`config.mk`:
```
export PLATFORM = sky130hd
export DESIGN_NAME = rat_ckpt
export DESIGN_NICKNAME = d
export VERILOG_FILES = /design/src/rtl/rat_ckpt.sv
export SDC_FILE = /design/constraint.sdc
export NUM_CORES = 2
export LEC_CHECK = 0
export ABC_AREA = 1
export CAP_MARGIN = 25
export CORE_MARGIN = 3
export CORE_UTILIZATION = 45
export CTS_CLUSTER_SIZE = 20
export DETAILED_ROUTE_END_ITERATION = 10
export HOLD_SLACK_MARGIN = 0.08
export RECOVER_POWER = 25
export SLEW_MARGIN = 20
export SYNTH_ARGS = -nofsm -noshare
export SYNTH_HDL_FRONTEND = slang
export SYNTH_SLANG_ARGS = --single-unit
export TNS_END_PERCENT = 30
```
`constraint.sdc`:
```
create_clock -name clk -period 17 [get_ports clk]
set_input_delay 3.4 -clock clk [delete_from_list [all_inputs] [get_ports clk]]
set_output_delay 3.4 -clock clk [all_outputs]
set_load 0.005 [all_outputs]
```
`src/rtl/rat_ckpt.sv`:
```
// Register alias table for the rename stage: N-lane lookup with in-group bypass,
// circular branch-snapshot buffer for single-cycle mispredict recovery, RRF flush.
module rat_ckpt #(
    parameter int unsigned PROCESSOR_WIDTH = 2,
    parameter int unsigned ARCH_REGS       = 32,
    parameter int unsigned PHYS_REGS       = 64,
    parameter int unsigned NUM_CKPT        = 4,
    localparam int unsigned ARCH_WIDTH = $clog2(ARCH_REGS),
    localparam int unsigned PHYS_WIDTH = $clog2(PHYS_REGS),
    localparam int unsigned CKPT_WIDTH = $clog2(NUM_CKPT),
    localparam int unsigned LANE_WIDTH = (PROCESSOR_WIDTH > 1) ? $clog2(PROCESSOR_WIDTH) : 1
) (
    input  logic                       clk,
    input  logic                       rst,
    input  logic [ARCH_WIDTH-1:0]      i_arch_src1    [PROCESSOR_WIDTH],
    input  logic [ARCH_WIDTH-1:0]      i_arch_src2    [PROCESSOR_WIDTH],
    input  logic [PROCESSOR_WIDTH-1:0] i_rename_en,
    input  logic [ARCH_WIDTH-1:0]      i_arch_dst     [PROCESSOR_WIDTH],
    input  logic [PHYS_WIDTH-1:0]      i_new_phys_dst [PROCESSOR_WIDTH],
    input  logic                       i_ckpt_alloc,
    input  logic [LANE_WIDTH-1:0]      i_ckpt_lane,
    input  logic                       i_restore_en,
    input  logic [CKPT_WIDTH-1:0]      i_restore_id,
    input  logic                       i_release_en,
    input  logic                       i_full_flush,
    input  logic [PHYS_WIDTH-1:0]      i_rrf_copy     [ARCH_REGS],
    output logic [PHYS_WIDTH-1:0]      o_phys_src1    [PROCESSOR_WIDTH],
    output logic [PHYS_WIDTH-1:0]      o_phys_src2    [PROCESSOR_WIDTH],
    output logic [PHYS_WIDTH-1:0]      o_old_phys_dst [PROCESSOR_WIDTH],
    output logic [CKPT_WIDTH-1:0]      o_ckpt_id,
    output logic                       o_ckpt_avail,
    output logic [CKPT_WIDTH:0]        o_ckpt_count
);

    logic [PHYS_WIDTH-1:0] r_table [ARCH_REGS];
    logic [PHYS_WIDTH-1:0] r_slot  [NUM_CKPT][ARCH_REGS];
    logic [CKPT_WIDTH-1:0] r_head;
    logic [CKPT_WIDTH-1:0] r_tail;
    logic [CKPT_WIDTH:0]   r_count;

    logic [PHYS_WIDTH-1:0] w_next_table [ARCH_REGS];
    logic [PHYS_WIDTH-1:0] w_snap_table [ARCH_REGS];
    logic                  w_avail;
    logic                  w_alloc_ok;
    logic                  w_rel_ok;
    logic [CKPT_WIDTH-1:0] w_restore_dist;

    // Lookups: table value, overridden by the youngest older lane writing the same register
    always_comb begin
        for (int i = 0; i < int'(PROCESSOR_WIDTH); i++) begin
            o_phys_src1[i]    = r_table[i_arch_src1[i]];
            o_phys_src2[i]    = r_table[i_arch_src2[i]];
            o_old_phys_dst[i] = r_table[i_arch_dst[i]];
            for (int j = 0; j < i; j++) begin
                if (i_rename_en[j] && (i_arch_dst[j] != '0)) begin
                    if (i_arch_dst[j] == i_arch_src1[i]) o_phys_src1[i]    = i_new_phys_dst[j];
                    if (i_arch_dst[j] == i_arch_src2[i]) o_phys_src2[i]    = i_new_phys_dst[j];
                    if (i_arch_dst[j] == i_arch_dst[i])  o_old_phys_dst[i] = i_new_phys_dst[j];
                end
            end
            if (i_arch_src1[i] == '0) o_phys_src1[i]    = '0;
            if (i_arch_src2[i] == '0) o_phys_src2[i]    = '0;
            if (i_arch_dst[i] == '0)  o_old_phys_dst[i] = '0;
        end
    end

    // Post-group table and the snapshot image (lanes up to the branch lane only)
    always_comb begin
        w_next_table = r_table;
        w_snap_table = r_table;
        for (int i = 0; i < int'(PROCESSOR_WIDTH); i++) begin
            if (i_rename_en[i] && (i_arch_dst[i] != '0)) begin
                w_next_table[i_arch_dst[i]] = i_new_phys_dst[i];
                if (LANE_WIDTH'(i) <= i_ckpt_lane) w_snap_table[i_arch_dst[i]] = i_new_phys_dst[i];
            end
        end
    end

    assign w_avail        = r_count < (CKPT_WIDTH+1)'(NUM_CKPT);
    assign w_alloc_ok     = i_ckpt_alloc && w_avail && !i_full_flush && !i_restore_en;
    assign w_rel_ok       = i_release_en && (r_count != '0);
    assign w_restore_dist = i_restore_id - r_head;

    assign o_ckpt_id    = r_tail;
    assign o_ckpt_avail = w_avail;
    assign o_ckpt_count = r_count;

    always_ff @(posedge clk or posedge rst) begin
        if (rst) begin
            for (int i = 0; i < int'(ARCH_REGS); i++) r_table[i] <= PHYS_WIDTH'(i);
            r_head  <= '0;
            r_tail  <= '0;
            r_count <= '0;
        end else if (i_full_flush) begin
            for (int i = 0; i < int'(ARCH_REGS); i++) r_table[i] <= (i == 0) ? '0 : i_rrf_copy[i];
            r_head  <= '0;
            r_tail  <= '0;
            r_count <= '0;
        end else if (i_restore_en) begin
            // The restored slot is freed too: live snapshots are only those older than it
            r_table <= r_slot[i_restore_id];
            r_tail  <= i_restore_id;
            if (w_rel_ok && (w_restore_dist != '0)) begin
                r_head  <= r_head + CKPT_WIDTH'(1);
                r_count <= (CKPT_WIDTH+1)'(w_restore_dist) - (CKPT_WIDTH+1)'(1);
            end else begin
                r_count <= (CKPT_WIDTH+1)'(w_restore_dist);
            end
        end else begin
            r_table <= w_next_table;
            if (w_alloc_ok) r_tail <= r_tail + CKPT_WIDTH'(1);
            if (w_rel_ok)   r_head <= r_head + CKPT_WIDTH'(1);
            r_count <= r_count + (CKPT_WIDTH+1)'(w_alloc_ok) - (CKPT_WIDTH+1)'(w_rel_ok);
        end
    end

    // Snapshot storage needs no reset: only slots counted as live are ever restored
    always_ff @(posedge clk) begin
        if (w_alloc_ok) r_slot[r_tail] <= w_snap_table;
    end

endmodule
```
==> results.yml <==
status:
  status: "finished, violations left"
  violations: "capacitance limit, slew limit"
clock_network:
  clock_latency_ns: 0.75
  cts_tree: "built"
  clk_pin_slew_ns: 0.06
  cts_buffers: 102
  cts_max_path_buffers: 3
  h-tree-depth: 3
  cts_hold_buf: 0
  cts_root_buf: "clkbuf_16"
  cts_resized: 0
  clkSinkCount: 967
  cts_setup_buffers: 0
global_route:
  grt-ovfl-total: 0
  grt_pass1_vias: 50210
  grt_pass1_wl_mm: 358.7
  grt_use_total: 0.3723
  grt_max_degree: 98
  antenna_found_initial: 21
power:
  peakVddDrop_mv: 0.08092
  p_int_w: 0.004439
  p_per_area_mw_per_mm2: 100.4
  p_sw_w: 0.002003
  p_clk_frac: 0.363
  p_leak_nw: 26.74
  seq_power_share: 0.437
  sw_frac_of_total: 0.3110
  power_frac_comb: 0.199
synth:
  synth_seq_area_share: 0.4918
  ys_top_cells_by_area: "edfxtp_1 40%, nand2_1 13%, o21ai_0 9.4%"
  syn_area_sq_mm: 0.05722
  ys_seq_elements: 967
  yosysWarnings: 0
  synth_largest_area_cell: "edfxtp_1"
  synth_fp_nets: 7625
  synth_cells: 7371
  synth_area_per_cell_sq_um: 7.764
  synth_top_area_share: 0.4030
  synth_cell_types: 38
critical_path:
  cp_top_family: "buffers and inverters"
  r2r_setup_slack_ns: 10.84
  critPathCaptureType: "async pin"
  slowest_stage: "clkinvlp_2"
  r2r_start: "o_ckpt_count[2]"
  cp_cell_sequence: "dlygate4sd3_1 > clkinvlp_2 > clkbuf_1 > clkbuf_1"
  crit_start: "rst"
  path_max_fanout: 97
  path_common_cell: "clkbuf_1"
  max_stage_delay_ns: 2.80
  required_ns: 16.99
  critPathBufInv: 4
  start_kind: "primary input"
  reg2reg_to: "r_slot[3][49]"
  critical_path_arrival_ns: 12.01
  path_class: "primary input to async pin"
  reg2reg_depth: 6
final_layout:
  layout-drive-gt1-share: 0.05713
  final_cell_mix: "2036 x nand2_1, 1070 x o21ai_0, 768 x edfxtp_1"
  finish.net_count: 7551
  area_delta_synth_final_pct: 12.17
  final_common_cell: "nand2_1"
  fin_util: 0.5099
routing:
  drc: 0
  drt_pre_antenna_iters: 7
  via_per_inst: 6.132
  wl_mm: 252.2
  avgRoutedWirePerCell_um: 27.88
  detailroute.via_count: 55470
  drt_iter0_drc: 7301
  ant_nets: 0
sta:
  clock_skew_ns: 0.04672
  report.final.setup_viol: 0
  drv_slew: 767
  fin_setup_tns_ns: 0
  fin_crit_ns: 12.02
  max_freq_ghz: 0.08323
  timing.final.crit_share: 0.7068
  hold_viol_final: 0
  worst_pin_slew_ns: 5.225
  rsz0062_at_grt: "no"
  relSlewSlack: -2.484
die:
  die_w_um: 362.6
  die_y_um: 362.6
  dieArea_sq_mm: 0.1315
  core_area_sq_mm: 0.1259
  rows: 130
  io_pins: 287
  start_util: 0.4545
run:
  maxCapViolCount: 13
worst_hold_path:
  hold_start: "r_head[0]"
  holdPathEnd: "r_head[0]"
  hold_path_depth: 2
  hold_class: "register to register"
placed_design:
  gp_congestion: 1.040
  dp_hpwl_mm: 168.8
  io_buffers: 280
-- cells in the mapped netlist --
cell	n
a21oi_1	304
buf_4	18
o211ai_1	18
xnor2_1	7
a31oi_1	12
inv_2	6
mux2i_1	90
or2_0	6
nor3b_2	1
ha_1	8
o21ai_1	67
dfrtp_1	119
buf_6	7
clkinv_1	4
nand4_1	4
a21o_1	42
nand2_2	1
xor2_1	10
nand3_1	736
dfstp_2	80
fa_1	1
nor2_2	3
a22oi_1	30
o22ai_1	310
a32o_1	6
inv_1	484
clkbuf_1	419
buf_2	66
nor2_1	531
edfxtp_1	768
o21ai_0	1070
nor3_1	3
nor3_2	4
nor3_4	5
nand2_4	3
or2_2	18
buf_1	74
nand2_1	2036
-- final cells by class --
| cell class | instances | area (sq um) |
|---|---|---|
| multi-input cells | 5326 | 24890 |
| fillers | 12160 | 61710 |
| well taps | 1650 | 2064 |
| clock buffers | 138 | 2808 |
| repair buffers | 406 | 3694 |
| inverters | 494 | 1871 |
| clock inverters | 56 | 698.2 |
| flip-flops and latches | 967 | 28140 |
| diodes | 9 | 22.52 |
-- cell families after synthesis --
| kind of cell | count (synthesis) | synth area share |
|---|---|---|
| adders and majority gates | 9 | 0.002099 |
| and+or+nand+nor | 3351 | 0.2394 |
| buffers and inverters | 1078 | 0.07425 |
| xor gates and xnor gates | 17 | 0.002602 |
| muxes | 90 | 0.01574 |
| AOI/OAI and AO/OA | 1859 | 0.1741 |
| DFF | 967 | 0.4918 |
-- worst min-delay path: stages, from the launching register on --
cell and delay [ns]:
dfrtp_1 0.37, nor2_1 0.06, nor2_1 0.09
-- how the worst max path moves through the flow --
stage	endpoint	slack (ns)	cells past startpoint
after floorplan	r_slot[0][0]	3.94	5
after global placement	o_old_phys_dst[4]	6.54	13
after detailed placement	o_phys_src2[3]	6.53	13
after CTS	o_phys_src2[3]	6.52	13
after global routing	r_table[126]	3.74	4
final	r_table[126]	4.98	4
-- power groups by stage --
| stage | Combinational, W | Sequential [W] | Clock (W) |
|---|---|---|---|
| CTS | 0.00125 | 0.00281 | 0.00237 |
| finish | 0.00128 | 0.00282 | 0.00234 |
| detailed placement | 0.00124 | 0.00286 | 0 |
| floorplan | 0.000741 | 0.00282 | 0 |
| global route | 0.00138 | 0.00282 | 0.00246 |
| global placement | 0.00123 | 0.00286 | 0 |
-- layer usage --
layer,vias up,share of wire,track usage
met5,-,0.00030,0
met4,12,0.054,0.1709
met3,550,0.11,0.07879
met2,3303,0.43,0.5487
met1,26640,0.41,0.5254
li1,24970,-,-
-- through the flow --
step	setup WS [ns]	cells	hold slack, ns	instance area [sq um]	power [W]
3_5_place_dp	6.531	8843	0.5437	60730	0.004100
5_1_grt	3.739	9039	0.6076	64170	0.006665
4_1_cts	6.525	9037	0.5570	64240	0.006429
2_1_floorplan	3.937	7371	0.5079	57220	0.003558
3_3_place_gp	6.543	8841	0.5380	60710	0.004083
6_report	4.985	9046	0.5553	64190	0.006442
-- registers in the layout (all words and copies together), names as in the netlist --
signal	flops
o_ckpt_count	3
o_ckpt_id	2
r_head	2
r_slot	768
r_table	192
(Power assumes the default switching activity.)
